==> config.mk <==
export PLATFORM = sky130hd
export DESIGN_NAME = branch_metric_unit
export DESIGN_NICKNAME = d
export VERILOG_FILES = /design/src/rtl/branch_metric_unit.sv
export SDC_FILE = /design/constraint.sdc
export NUM_CORES = 1
export LEC_CHECK = 0
export CAP_MARGIN = 5
export CORE_MARGIN = 1.5
export CORE_UTILIZATION = 68
export CTS_CLUSTER_DIAMETER = 40
export DETAILED_ROUTE_END_ITERATION = 10
export DONT_BUFFER_PORTS = 1
export PLACE_DENSITY = 0.84
export SLEW_MARGIN = 40
export SYNTH_ARGS = -nofsm -noshare
export SYNTH_HDL_FRONTEND = slang
export SYNTH_SLANG_ARGS = --single-unit
==> constraint.sdc <==
create_clock -name clk -period 3.95 [get_ports clk]
set_clock_uncertainty 0.05 [all_clocks]
set_input_delay 0.5925 -clock clk [delete_from_list [all_inputs] [get_ports clk]]
set_output_delay 0.5925 -clock clk [all_outputs]
set_load 0.1 [all_outputs]
==> src/rtl/branch_metric_unit.sv <==
`default_nettype none
// ============================================================================
// Module   : branch_metric_unit
// Brief    : Viterbi BMU; builds an expected-codeword table from programmable
//            polynomials, then streams per-branch distance metrics.
//            Soft decision selected by macro BMU_SOFT_DECISION_EN.
// Revision : 1.0 - initial release
// ============================================================================
module branch_metric_unit #(
    parameter int K = 3,
    parameter int N = 2,
    parameter int B = 2,
    parameter int Q = 3,
`ifdef BMU_SOFT_DECISION_EN
    parameter int MW = $clog2(B*N*((1<<Q)-1)+1)
`else
    parameter int MW = $clog2(B*N+1)
`endif
) (
    input  logic                                clk,
    input  logic                                rst,
    input  logic                                i_cfg_we,
    input  logic [((N>1)?$clog2(N):1)-1:0]      i_cfg_idx,
    input  logic [K-1:0]                        i_cfg_poly,
    input  logic                                i_cfg_start,
    output logic                                o_cfg_busy,
    output logic                                o_ready,
    input  logic                                i_valid,
    input  logic [B*N*Q-1:0]                    i_rx,
    output logic                                o_valid,
    output logic [(1<<(K-1))*(1<<B)*MW-1:0]     o_dist,
    output logic                                o_drop
);

    localparam int S  = 1 << (K-1);
    localparam int NB = 1 << B;
    localparam int CW = B*N;
    localparam int NM = S*NB;
    localparam int IW = (N > 1) ? $clog2(N) : 1;
`ifdef BMU_SOFT_DECISION_EN
    localparam int DW = Q;
`else
    localparam int DW = 1;
`endif
    localparam logic [K-2:0] C_SC_LAST = '1;

    typedef enum logic [1:0] {
        ST_IDLE  = 2'd0,
        ST_BUILD = 2'd1,
        ST_READY = 2'd2
    } state_t;

    state_t              r_state, w_state_nxt;
    logic [K-2:0]        r_sc;
    logic [K-1:0]        r_poly  [N];
    logic [NB*CW-1:0]    r_table [S];
    logic [NB*CW-1:0]    w_cw;
    logic [K-1:0]        w_r;
    logic [K-2:0]        w_st;
    logic [B-1:0]        w_b;
    logic [NM*CW*DW-1:0] w_d1, r_d1;
    logic [NM*MW-1:0]    w_sum, r_dist;
    logic [MW-1:0]       w_acc;
    logic                r_v1, r_valid, r_drop;
    logic                w_ready;

    assign w_ready = (r_state == ST_READY);

    always_comb begin
        w_state_nxt = r_state;
        case (r_state)
            ST_IDLE:  if (i_cfg_start) w_state_nxt = ST_BUILD;
            ST_BUILD: if (r_sc == C_SC_LAST) w_state_nxt = ST_READY;
            ST_READY: if (i_cfg_start) w_state_nxt = ST_BUILD;
            default:  w_state_nxt = ST_IDLE;
        endcase
    end

    // Encoder run for state r_sc: branch bit B-1 is applied first.
    always_comb begin
        w_cw = '0;
        w_r  = '0;
        w_st = '0;
        w_b  = '0;
        for (int b = 0; b < NB; b++) begin
            w_b  = B'(b);
            w_st = r_sc;
            for (int t = 0; t < B; t++) begin
                w_r = {w_b[B-1-t], w_st};
                for (int j = 0; j < N; j++)
                    w_cw[b*CW + t*N + j] = ^(w_r & r_poly[j]);
                w_st = w_r[K-1:1];
            end
        end
    end

    always_ff @(posedge clk or negedge rst) begin
        if (!rst) begin
            r_state <= ST_IDLE;
            r_sc    <= '0;
            for (int j = 0; j < N; j++) r_poly[j] <= '0;
            for (int s = 0; s < S; s++) r_table[s] <= '0;
        end else begin
            r_state <= w_state_nxt;
            if (r_state == ST_BUILD) begin
                r_table[r_sc] <= w_cw;
                r_sc          <= r_sc + 1'b1;
            end else begin
                r_sc <= '0;
                for (int j = 0; j < N; j++)
                    if (i_cfg_we && (i_cfg_idx == IW'(j)))
                        r_poly[j] <= i_cfg_poly;
            end
        end
    end

    // Stage-1 per-slot distances; the ideal soft level for bit 1 is all-ones.
    always_comb begin
        w_d1 = '0;
        for (int m = 0; m < NM; m++)
            for (int k = 0; k < CW; k++)
`ifdef BMU_SOFT_DECISION_EN
                w_d1[(m*CW+k)*DW +: DW] = r_table[m/NB][(m%NB)*CW+k] ?
                                          ~i_rx[k*Q +: Q] : i_rx[k*Q +: Q];
`else
                w_d1[(m*CW+k)*DW +: DW] = i_rx[k*Q+Q-1] ^ r_table[m/NB][(m%NB)*CW+k];
`endif
    end

`ifndef BMU_SOFT_DECISION_EN
    logic w_unused_rx;
    assign w_unused_rx = ^i_rx;
`endif

    always_comb begin
        w_sum = '0;
        w_acc = '0;
        for (int m = 0; m < NM; m++) begin
            w_acc = '0;
            for (int k = 0; k < CW; k++)
                w_acc = w_acc + MW'(r_d1[(m*CW+k)*DW +: DW]);
            w_sum[m*MW +: MW] = w_acc;
        end
    end

    always_ff @(posedge clk or negedge rst) begin
        if (!rst) begin
            r_v1    <= 1'b0;
            r_d1    <= '0;
            r_valid <= 1'b0;
            r_dist  <= '0;
            r_drop  <= 1'b0;
        end else begin
            r_v1    <= i_valid && w_ready;
            r_drop  <= i_valid && !w_ready;
            r_valid <= r_v1;
            if (i_valid && w_ready) r_d1 <= w_d1;
            if (r_v1) r_dist <= w_sum;
        end
    end

    assign o_cfg_busy = (r_state == ST_BUILD);
    assign o_ready    = w_ready;
    assign o_valid    = r_valid;
    assign o_dist     = r_dist;
    assign o_drop     = r_drop;

endmodule
`default_nettype wire

==> metrics.cfg <==
[routing]
antenna_left = 0
routed_wl_microns = 14500
wl_per_cell_microns = 18.7
num_vias = 4465
drt-initial-drc-count = 302
dr.pass1.iters = 4
drc = 0
avgViaCountPerCell = 5.75

[cells_and_area]
layout-area-overhead-vs-synth_pct = 10.6
fin_area_sq_um = 8040
antenna_cells = 0
drive_gt1_frac = 0.201
nNetsFinal = 702
utilization = 0.776

[setup_path]
path_class = reg2out
endpoint_kind = primary output
rr_startpoint = r_d1[36]$_DFFE_PN0P_
rr_worst_depth = 6
startpoint_type = register
worst_ep_arrival_time_ns = 1.93
worstPathRequired_ns = 3.31
r2r_end = o_dist[25]$_DFFE_PN0P_
crit_fanout = 8
r2r_slack_ns = 1.97

[synthesis]
async_flop_share = 1.00
post_synth_main_area_contributors = dfrtp_1 54%, mux2_2 8.4%, ha_1 6.2%
synth_common_cells = 157 x dfrtp_1, 70 x nand2_1, 69 x inv_1
synth_top_area_frac = 0.540
synthCells = 634
synth_edf_count = 0
yosysMostFrequentCell = dfrtp_1
synth_cell_type_count = 26
seq_area_frac_synth = 0.540
ys_seq_elements = 157
yosysWarnings = 0
synth_flop_cell = dfrtp_1
synthesis.nets = 707
syn_avg_cell_area_sq_um = 11.5
synth_top_cell_by_area = dfrtp_1
netlist_area_sq_um = 7270

[global_route]
grt_busiest_layer = met2
grt_pass1_wl_microns = 23800
grt_use_met1 = 0.362
grt_pass1_vias = 4674
met2_usage = 0.459
grt_max_degree = 158
met3_usage = 0.0742
antenna_found_initial = 0
track_usage = 0.281
gr-total-overflow = 0

[timing]
hold_viol_final = 157
final.min_clock_period_ns = 2.57
rsz0062_at_grt = false
clock.fmax_ghz = 0.389
worstMarginPinSlew_ns = 0.899
drv_slew = 0
final.period_utilization = 0.650
finalSetupTns_ns = 0
setup_viol = 0
maxSlewHeadroom = 0.401
holdWs_ns = -0.289

[place]
gp_congestion = 0.834
dpl_cell_area_sq_um = 7320
numPortBuffers = 0
hpwl_microns = 8390

[floorplanning]
dieHeight_microns = 106
die_area_sq_um = 11300
die_x_microns = 106
rows = 37
coreArea_sq_um = 10400
initial_utilization = 0.701
io_pins = 73

[cts]
post_cts_resized = 0
clk_path_buf_depth = 2
clock-sinks = 157
ctsHtreeMaxLevel = 4
cts_setup_buffers = 0
clockRootBuffer = clkbuf_8
cts_tree = yes
cts_buffers = 17
clk_latency_ns = 0.53
clk_pin_slew_ns = 0.06

[status]
status = finished with violations
violations = negative hold slack

[min_path]
hold_path.class = in2async

[flow_run]
maxCapViolCount = 0

## flip-flops by register name, indices dropped and copies added (netlist names)
| register | flops |
|---|---|
| r_sc | 2 |
| o_valid | 1 |
| r_poly | 6 |
| o_dist | 48 |
| r_table | 48 |
| o_drop | 1 |
| r_v1 | 1 |
| r_state | 2 |
| r_d1 | 48 |
## cells by family after synthesis
logic type	synth area share
AO/OA/AOI/OAI	0.0676
AND/OR/NAND/NOR	0.0688
buffers and inverters	0.0559
multiplexers	0.0836
XOR/XNOR	0.0776
flip-flops	0.540
adder cells (fa/ha/maj)	0.106
## per-stage QoR
stage                     instances  setup slack, ns
after floorplan                 634             1.98
after global placement          740             1.98
after detailed placement        741             1.95
after CTS                       772             1.37
after global routing            777             1.30
final                           777             1.38
## worst max-delay path, cell delays in order (launching register included)
cell and delay (ns):
dfrtp_1 0.49, or2b_1 0.29, inv_1 0.61
## final cells by class
| class | count | area (sq um) |
|---|---|---|
| tap | 136 | 170 |
| inverter | 70 | 263 |
| fill | 618 | 2330 |
| sequential | 157 | 3980 |
| clock buffer | 24 | 460 |
| timing repair buffer | 6 | 71.3 |
| clock inverter | 7 | 160 |
| multi-input combinational | 377 | 2940 |
## worst max path at each step
stage | from | depth (start not counted) | endpoint
after floorplan | r_state[0]$_DFFE_PN0P_ | 3 | o_ready
after global placement | r_state[0]$_DFFE_PN0P_ | 2 | o_ready
after detailed placement | r_state[0]$_DFFE_PN0P_ | 2 | o_ready
after CTS | r_state[0]$_DFFE_PN0P_ | 2 | o_ready
after global routing | r_state[0]$_DFFE_PN0P_ | 2 | o_ready
final | r_state[0]$_DFFE_PN0P_ | 2 | o_ready
## metal layers
layer,routed length (microns),vias up
met1,5830,2291
met5,0,-
met4,344,0
li1,-,2017
met2,7570,130
met3,774,27
## placed cells by master, fill, tap and decap left out, drive strengths merged
cell    count
xnor3       3
o21ai      65
nor3b       1
nor2       33
clkbuf     27
inv        70
buf         3
xor3        1
and2        3
dfrtp     157
nand3b      5
nand2      70
clkinv      2
nand2b      1
xnor2      20
o22ai       1
nand3       1
xor2       34
or2b        1
ha         36
a21oi      32
mux2       54
fa         16
bufinv      5
Power is not shown: default switching activity piles up to over one toggle a cycle in this logic, so the estimate is an artifact.
